$ cat src/rtl/mem_arbiter_pkg.sv
// Shared types and helpers for the I/D memory arbiter: FSM states, port ids,
// memory op codes and the grant decision.
package mem_arbiter_pkg;

    localparam int ADDR_W = 16;
    localparam int DATA_W = 16;

    typedef enum logic [1:0] {
        ST_IDLE    = 2'd0,
        ST_BUSY    = 2'd1,
        ST_ABORT   = 2'd2,
        ST_ILLEGAL = 2'd3
    } arb_state_t;

    typedef enum logic {
        PORT_I = 1'b0,
        PORT_D = 1'b1
    } port_t;

    typedef enum logic {
        OP_RD = 1'b0,
        OP_WR = 1'b1
    } op_t;

    // Round-robin falls back to "whoever was not granted last" only on a tie.
    function automatic port_t pick_port(input logic  i_req,
                                        input logic  d_req,
                                        input logic  fixed_prio,
                                        input port_t last_grant);
        if (d_req && (!i_req || fixed_prio || last_grant == PORT_I)) begin
            return PORT_D;
        end
        return PORT_I;
    endfunction

endpackage

$ cat src/rtl/mem_arbiter_if.sv
// Request/response bundle between a memory client and a memory server.
// The same shape is used for the I port, the D port and the mem_system side.
interface mem_arbiter_if;
    import mem_arbiter_pkg::*;

    logic [ADDR_W-1:0] addr;
    logic [DATA_W-1:0] data_in;
    logic              rd;
    logic              wr;
    logic [DATA_W-1:0] data_out;
    logic              done;
    logic              stall;
    logic              cachehit;
    logic              err;

    modport master (
        output addr, data_in, rd, wr,
        input  data_out, done, stall, cachehit, err
    );

    modport slave (
        input  addr, data_in, rd, wr,
        output data_out, done, stall, cachehit, err
    );

endinterface

$ cat src/rtl/mem_arbiter_watchdog.sv
// Busy-cycle counter: cleared outside a transaction, counts cycles without
// completion and flags the last permitted cycle.
module mem_arbiter_watchdog #(
    parameter int TIMEOUT = 64,
    parameter int TO_W    = 7
) (
    input  logic clk_i,
    input  logic rst_i,
    input  logic clear_i,
    input  logic en_i,
    output logic expire_o
);

    logic [TO_W-1:0] cnt_q;

    always_ff @(posedge clk_i) begin
        if (rst_i || clear_i) begin
            cnt_q <= '0;
        end else if (en_i) begin
            cnt_q <= cnt_q + TO_W'(1);
        end
    end

    assign expire_o = en_i && (cnt_q == TO_W'(TIMEOUT - 1));

endmodule

$ cat src/rtl/mem_arbiter.sv
// Shares one mem_system between a read-only instruction port and a data port,
// routing completion back to the granted port and aborting hung transactions.
//
//   state      | meaning
//   -----------+-------------------------------------------------------------
//   ST_IDLE    | no transaction; arbitrate I vs D requests
//   ST_BUSY    | latched request driven to mem_system until m_done or timeout
//   ST_ABORT   | watchdog fired; owner gets done+err, memory request dropped
//   ST_ILLEGAL | D asked for read and write at once; D gets done+err
module mem_arbiter
    import mem_arbiter_pkg::*;
#(
    parameter int PRIO_MODE = 0,
    parameter int TIMEOUT   = 64,
    parameter int TO_W      = 7
) (
    input  logic          clk_i,
    input  logic          rst_i,
    mem_arbiter_if.slave  i_port,
    mem_arbiter_if.slave  d_port,
    mem_arbiter_if.master m_port
);

    arb_state_t        state_q;
    port_t             owner_q;
    port_t             last_grant_q;
    op_t               op_q;
    logic [ADDR_W-1:0] addr_q;
    logic [DATA_W-1:0] wdata_q;

    logic  i_req;
    logic  d_req;
    logic  d_illegal;
    logic  busy;
    logic  finish;
    logic  ended;
    logic  failed;
    logic  own_d;
    logic  wd_expire;
    port_t grant;

    assign i_req     = i_port.rd;
    assign d_req     = d_port.rd | d_port.wr;
    assign d_illegal = d_port.rd & d_port.wr;
    assign grant     = pick_port(i_req, d_req, PRIO_MODE != 0, last_grant_q);

    assign busy   = (state_q == ST_BUSY);
    assign finish = busy & m_port.done;

    mem_arbiter_watchdog #(
        .TIMEOUT (TIMEOUT),
        .TO_W    (TO_W)
    ) u_watchdog (
        .clk_i    (clk_i),
        .rst_i    (rst_i),
        .clear_i  (~busy),
        .en_i     (busy & ~m_port.done),
        .expire_o (wd_expire)
    );

    always_ff @(posedge clk_i) begin
        if (rst_i) begin
            state_q      <= ST_IDLE;
            owner_q      <= PORT_I;
            last_grant_q <= PORT_I;
            op_q         <= OP_RD;
            addr_q       <= '0;
            wdata_q      <= '0;
        end else begin
            case (state_q)
                ST_IDLE: begin
                    if (d_illegal) begin
                        state_q <= ST_ILLEGAL;
                        owner_q <= PORT_D;
                    end else if (i_req || d_req) begin
                        state_q      <= ST_BUSY;
                        owner_q      <= grant;
                        last_grant_q <= grant;
                        if (grant == PORT_D) begin
                            addr_q  <= d_port.addr;
                            wdata_q <= d_port.data_in;
                            op_q    <= d_port.wr ? OP_WR : OP_RD;
                        end else begin
                            addr_q  <= i_port.addr;
                            wdata_q <= '0;
                            op_q    <= OP_RD;
                        end
                    end
                end
                ST_BUSY: begin
                    // Completion wins over a watchdog hit on the same cycle.
                    if (m_port.done) begin
                        state_q <= ST_IDLE;
                    end else if (wd_expire) begin
                        state_q <= ST_ABORT;
                    end
                end
                ST_ABORT:   state_q <= ST_IDLE;
                ST_ILLEGAL: state_q <= ST_IDLE;
                default:    state_q <= ST_IDLE;
            endcase
        end
    end

    assign own_d  = (owner_q == PORT_D);
    assign ended  = finish | (state_q == ST_ABORT);
    assign failed = (state_q == ST_ABORT) | (state_q == ST_ILLEGAL);

    assign i_port.done     = ended & ~own_d;
    assign i_port.err      = i_port.done & (failed | m_port.err);
    assign i_port.cachehit = finish & ~own_d & m_port.cachehit;
    assign i_port.data_out = (finish & ~own_d) ? m_port.data_out : '0;
    assign i_port.stall    = i_req & ~i_port.done;

    assign d_port.done     = (ended & own_d) | (state_q == ST_ILLEGAL);
    assign d_port.err      = d_port.done & (failed | m_port.err);
    assign d_port.cachehit = finish & own_d & m_port.cachehit;
    assign d_port.data_out = (finish & own_d) ? m_port.data_out : '0;
    assign d_port.stall    = d_req & ~d_port.done;

    assign m_port.rd      = busy & (op_q == OP_RD);
    assign m_port.wr      = busy & (op_q == OP_WR);
    assign m_port.addr    = addr_q;
    assign m_port.data_in = wdata_q;

endmodule

$ cat src/flat_wrapper.sv
// flat-port wrapper written by rule: the top's interface ports become plain ports
module mem_arbiter_flat import mem_arbiter_pkg::*;
#(
    parameter int PRIO_MODE = 0,
    parameter int TIMEOUT   = 64,
    parameter int TO_W      = 7
)
  (clk_i, rst_i, i_port_addr, i_port_data_in, i_port_rd, i_port_wr, i_port_data_out, i_port_done, i_port_stall, i_port_cachehit, i_port_err, d_port_addr, d_port_data_in, d_port_rd, d_port_wr, d_port_data_out, d_port_done, d_port_stall, d_port_cachehit, d_port_err, m_port_addr, m_port_data_in, m_port_rd, m_port_wr, m_port_data_out, m_port_done, m_port_stall, m_port_cachehit, m_port_err);
  mem_arbiter_if i_port_i ();
  mem_arbiter_if d_port_i ();
  mem_arbiter_if m_port_i ();
  input  logic clk_i;
  input  logic rst_i;
  input wire logic [$bits(i_port_i.addr)-1:0] i_port_addr;
  input wire logic [$bits(i_port_i.data_in)-1:0] i_port_data_in;
  input wire logic [$bits(i_port_i.rd)-1:0] i_port_rd;
  input wire logic [$bits(i_port_i.wr)-1:0] i_port_wr;
  output wire logic [$bits(i_port_i.data_out)-1:0] i_port_data_out;
  output wire logic [$bits(i_port_i.done)-1:0] i_port_done;
  output wire logic [$bits(i_port_i.stall)-1:0] i_port_stall;
  output wire logic [$bits(i_port_i.cachehit)-1:0] i_port_cachehit;
  output wire logic [$bits(i_port_i.err)-1:0] i_port_err;
  input wire logic [$bits(d_port_i.addr)-1:0] d_port_addr;
  input wire logic [$bits(d_port_i.data_in)-1:0] d_port_data_in;
  input wire logic [$bits(d_port_i.rd)-1:0] d_port_rd;
  input wire logic [$bits(d_port_i.wr)-1:0] d_port_wr;
  output wire logic [$bits(d_port_i.data_out)-1:0] d_port_data_out;
  output wire logic [$bits(d_port_i.done)-1:0] d_port_done;
  output wire logic [$bits(d_port_i.stall)-1:0] d_port_stall;
  output wire logic [$bits(d_port_i.cachehit)-1:0] d_port_cachehit;
  output wire logic [$bits(d_port_i.err)-1:0] d_port_err;
  output wire logic [$bits(m_port_i.addr)-1:0] m_port_addr;
  output wire logic [$bits(m_port_i.data_in)-1:0] m_port_data_in;
  output wire logic [$bits(m_port_i.rd)-1:0] m_port_rd;
  output wire logic [$bits(m_port_i.wr)-1:0] m_port_wr;
  input wire logic [$bits(m_port_i.data_out)-1:0] m_port_data_out;
  input wire logic [$bits(m_port_i.done)-1:0] m_port_done;
  input wire logic [$bits(m_port_i.stall)-1:0] m_port_stall;
  input wire logic [$bits(m_port_i.cachehit)-1:0] m_port_cachehit;
  input wire logic [$bits(m_port_i.err)-1:0] m_port_err;
  assign i_port_i.addr = i_port_addr;
  assign i_port_i.data_in = i_port_data_in;
  assign i_port_i.rd = i_port_rd;
  assign i_port_i.wr = i_port_wr;
  assign i_port_data_out = i_port_i.data_out;
  assign i_port_done = i_port_i.done;
  assign i_port_stall = i_port_i.stall;
  assign i_port_cachehit = i_port_i.cachehit;
  assign i_port_err = i_port_i.err;
  assign d_port_i.addr = d_port_addr;
  assign d_port_i.data_in = d_port_data_in;
  assign d_port_i.rd = d_port_rd;
  assign d_port_i.wr = d_port_wr;
  assign d_port_data_out = d_port_i.data_out;
  assign d_port_done = d_port_i.done;
  assign d_port_stall = d_port_i.stall;
  assign d_port_cachehit = d_port_i.cachehit;
  assign d_port_err = d_port_i.err;
  assign m_port_addr = m_port_i.addr;
  assign m_port_data_in = m_port_i.data_in;
  assign m_port_rd = m_port_i.rd;
  assign m_port_wr = m_port_i.wr;
  assign m_port_i.data_out = m_port_data_out;
  assign m_port_i.done = m_port_done;
  assign m_port_i.stall = m_port_stall;
  assign m_port_i.cachehit = m_port_cachehit;
  assign m_port_i.err = m_port_err;
  mem_arbiter #(.PRIO_MODE(PRIO_MODE), .TIMEOUT(TIMEOUT), .TO_W(TO_W)) u_core (.clk_i(clk_i), .rst_i(rst_i), .i_port(i_port_i), .d_port(d_port_i), .m_port(m_port_i));
endmodule
$ cat config.mk
export PLATFORM = sky130hd
export DESIGN_NAME = mem_arbiter_flat
export DESIGN_NICKNAME = d
export VERILOG_FILES = /design/src/rtl/mem_arbiter_pkg.sv /design/src/rtl/mem_arbiter_if.sv /design/src/rtl/mem_arbiter_watchdog.sv /design/src/rtl/mem_arbiter.sv /design/src/flat_wrapper.sv
export SDC_FILE = /design/constraint.sdc
export NUM_CORES = 1
export LEC_CHECK = 0
export ABC_AREA = 1
export ABC_CLOCK_PERIOD_IN_PS = 1750
export BUFFER_PORTS_ARGS = -buffer_cell sky130_fd_sc_hd__buf_2
export CORE_MARGIN = 2
export CORE_UTILIZATION = 41
export CTS_CLUSTER_DIAMETER = 100
export DETAILED_ROUTE_END_ITERATION = 16
export GPL_TIMING_DRIVEN = 0
export PLACE_DENSITY = 0.87
export SLEW_MARGIN = 20
export SYNTH_ARGS = -nofsm -noshare
export SYNTH_HDL_FRONTEND = slang
export SYNTH_SLANG_ARGS = --single-unit
$ cat constraint.sdc
create_clock -name clk_i -period 1.75 [get_ports clk_i]
set_input_delay 0.175 -clock clk_i [delete_from_list [all_inputs] [get_ports clk_i]]
set_output_delay 0.175 -clock clk_i [all_outputs]
set_load 0.01 [all_outputs]
==> flow_summary.json <==
{
  "status": "completed",
  "ys.warnings.count": 0,
  "synthMuxAreaShare_pct": 0,
  "finalMaxSlewViolations": 0,
  "numCtsBuffers": 5,
  "fin_crit_ns": 1.72,
  "place_hpwl_mm": 5.11,
  "p_clk_share_pct": 25.4,
  "numPortBuffers": 144,
  "synth_nets": 426,
  "final_nets": 588,
  "synth-edff-count": 0,
  "postCtsHoldBufs": 0,
  "cts.path.max_buffers": 2,
  "power_w": 0.00255,
  "yosysTopAreaCellShare_pct": 39.4,
  "die_y_um": 77.8,
  "viasPerCell": 4.62,
  "cap_violations": 0,
  "hold_violations": 0,
  "setup_viol": 0,
  "async_flop_share_pct": 0,
  "grt_max_degree": 14,
  "synthAdderAreaFrac_pct": 0.560,
  "core_um2": 5170,
  "seqPwrFrac_pct": 45.1,
  "cts.sinks": 44,
  "grt.overflow.total": 0,
  "ys_seq_area_share_pct": 39.4,
  "netlist_area_um2": 2240,
  "grt_pass1_vias": 2427,
  "internal_power_w": 0.00172,
  "die_w_um": 77.8,
  "cp_num_buf_inv": 4,
  "htreeDepth": 2,
  "p_per_area_nw_per_um2": 772,
  "p_sw_w": 0.000822,
  "cts_tree": "done",
  "combPwrFrac_pct": 29.5,
  "worst_pin_slew_ns": 0.692,
  "synthXorXnorAreaFrac_pct": 0.783,
  "drt-initial-drc-count": 100,
  "vias": 2624,
  "antenna_found_initial": 0,
  "netSwitchingFraction_pct": 32.3,
  "fin_skew_ns": 0.00634,
  "fmax_mhz": 583,
  "fin_tns_setup_ns": 0,
  "grt_setup_unrepaired": "true",
  "critPathSlowestCell": "dfxtp_2",
  "firstDrtPassIters": 5,
  "synth.area.top_cells": "dfxtp_1 39%, nor2_1 14%, nand2_1 9.1%, inv_1 7.9%, o21ai_0 7.2%",
  "cp_max_fo": 7,
  "start_util_pct": 43.2,
  "area_growth_pct": 47.5,
  "drc_errors": 0,
  "cpMostUsedCell": "nor2_4",
  "gp_congestion": 0.829,
  "num_rows": 26,
  "ys_top_cells_by_count": "84 x nor2_1, 54 x nand2_1, 47 x inv_1",
  "slew_headroom_pct": 53.9,
  "synth_compound_area_share_pct": 16.5,
  "path_clk_slew_ns": 0.08,
  "crit_type": "reg2out",
  "grt_first_pass_wirelength_mm": 10.4,
  "ys.flop_type": "dfxtp_1",
  "worstSkewPairLatency_ns": 0.29,
  "max_stage_delay_ns": 0.35,
  "synth_top_cell_by_area": "dfxtp_1",
  "ys_seq_elements": 44,
  "drive_gt1_share_pct": 42.8,
  "synth_top_family_by_area": "simple AND/OR/NAND/NOR gates",
  "critPathTopFamily": "simple AND/OR/NAND/NOR gates",
  "critPathLaunchType": "flop",
  "ys_types": 27,
  "crit_required_ns": 1.57,
  "end_kind": "primary output",
  "power_leakage_nw": 1.84,
  "wire_per_inst_um": 11.6,
  "dieArea_um2": 6060,
  "postRouteAntennaNets": 0,
  "hold_class": "in2reg",
  "finalCritPeriodShare_pct": 98.0,
  "clk_root_buffer_cell": "clkbuf_8",
  "syn_avg_cell_area_um2": 6.67,
  "vdd_drop_max_v": 0.000466,
  "cp.arrival_ns": 1.54,
  "num_antenna_cells": 0,
  "worstPathCellList": "inv_2 > nor2_4 > inv_4 > nor2_4 > nand2_4 > buf_4 > nor2_1 > buf_2",
  "ioPinCount": 164,
  "netlist_instances": 335,
  "grt.total_usage_pct": 21.0,
  "synth_simple_gate_area_share_pct": 31.4,
  "synth_most_common_cell": "nor2_1",
  "wl_mm": 6.56
}
[cell families (layout without fill, tap and decap cells)]
logic type / Yosys count / in the layout
AOI/OAI and AO/OA: 62 / 62
xor gates and xnor gates: 2 / 2
adders and majority gates: 1 / 1
buffers and inverters: 61 / 224
DFF: 44 / 44
and+or+nand+nor: 165 / 165
[cell type report]
type / count / area, um2
fillers: 465 / 1880
flip-flops and latches: 44 / 886
plain buffers: 13 / 90.1
clock buffers: 6 / 82.6
clock inverters: 2 / 10.0
repair buffers: 155 / 825
inverters: 48 / 183
well taps: 70 / 87.6
multi-input cells: 230 / 1130
[placed cells by master (no fill, tap or decap), types with 3 or more instances in the layout]
cell type    n
o21ai_1      3
clkbuf_1     3
nand3_1      6
a21oi_2     10
nor2_1      79
buf_2      150
nor2_2       6
nand2_1     54
inv_1       45
dfxtp_1     42
o21ai_0     32
a21oi_1     12
nand2_2     11
clkbuf_8     6
buf_4       10
[power by group through the flow]
stage	logic (W)	registers (W)	clock network, W
3_3_place_gp	0.000685	0.00116	0
3_5_place_dp	0.000699	0.00117	0
5_1_grt	0.000836	0.00116	0.000703
2_1_floorplan	0.000379	0.00120	0
6_report	0.000751	0.00115	0.000648
4_1_cts	0.000718	0.00115	0.000665
[worst reg2reg max path, stage by stage (launching register included)]
cell	delay (ns)
dfxtp_4	0.36
buf_4	0.14
nor2_2	0.19
nand3_4	0.18
inv_2	0.17
buf_4	0.18
o21ai_0	0.08
nor2_1	0.11
[registers in the layout, summed over array words and instances, names as in the netlist]
signal	count
u_core.last_grant_q	1
u_core.m_port.addr	16
u_core.m_port.data_in	16
u_core.op_q	1
u_core.own_d	1
u_core.state_q	2
u_core.u_watchdog.cnt_q	7
[per-layer routing]
layer | vias up | share of wire (%) | GRT usage, % | wire [um]
li1 | 1347 | - | - | -
met1 | 1168 | 40 | 22.6 | 2650
met2 | 102 | 51 | 39.9 | 3340
met3 | 7 | 7.6 | 5.23 | 499
met4 | 0 | 1.1 | 5.89 | 72
met5 | - | 0 | 0 | 0
[stage by stage]
step	cell area (um2)	hold slack (ns)	cells	util, %	setup WS, ns
floorplan	2240	0.311	335	-	0.362
global placement	3040	0.423	549	58.9	0.165
detailed placement	3040	0.427	549	58.9	0.102
global route	3300	0.109	568	63.7	-0.0456
CTS	3170	0.108	558	61.4	0.00587
finish	3300	0.117	568	63.7	0.0348
[final timing paths]
check | from | cells past startpoint | slack [ns] | to
worst max-delay path | u_core.state_q[0] | 8 | 0.03 | d_port_data_out[15]
worst min register to register | u_core.m_port.data_in[15] | 2 | 0.47 | u_core.m_port.data_in[15]
worst min-delay path | d_port_data_in[13] | 3 | 0.12 | u_core.m_port.data_in[13]
worst max register to register | u_core.state_q[1] | 7 | 0.27 | u_core.m_port.addr[14]
[what timing repair did]
| action | 4_1_cts | 5_1_grt |
|---|---|---|
| resized for setup | 10 | 11 |
| setup endpoints to repair | 31 | 22 |
| buffers inserted | 1 | 9 |
| pin swaps | 2 | 3 |
| gates cloned | 0 | 1 |
No activity file was read; power rests on OpenSTA's default activity.
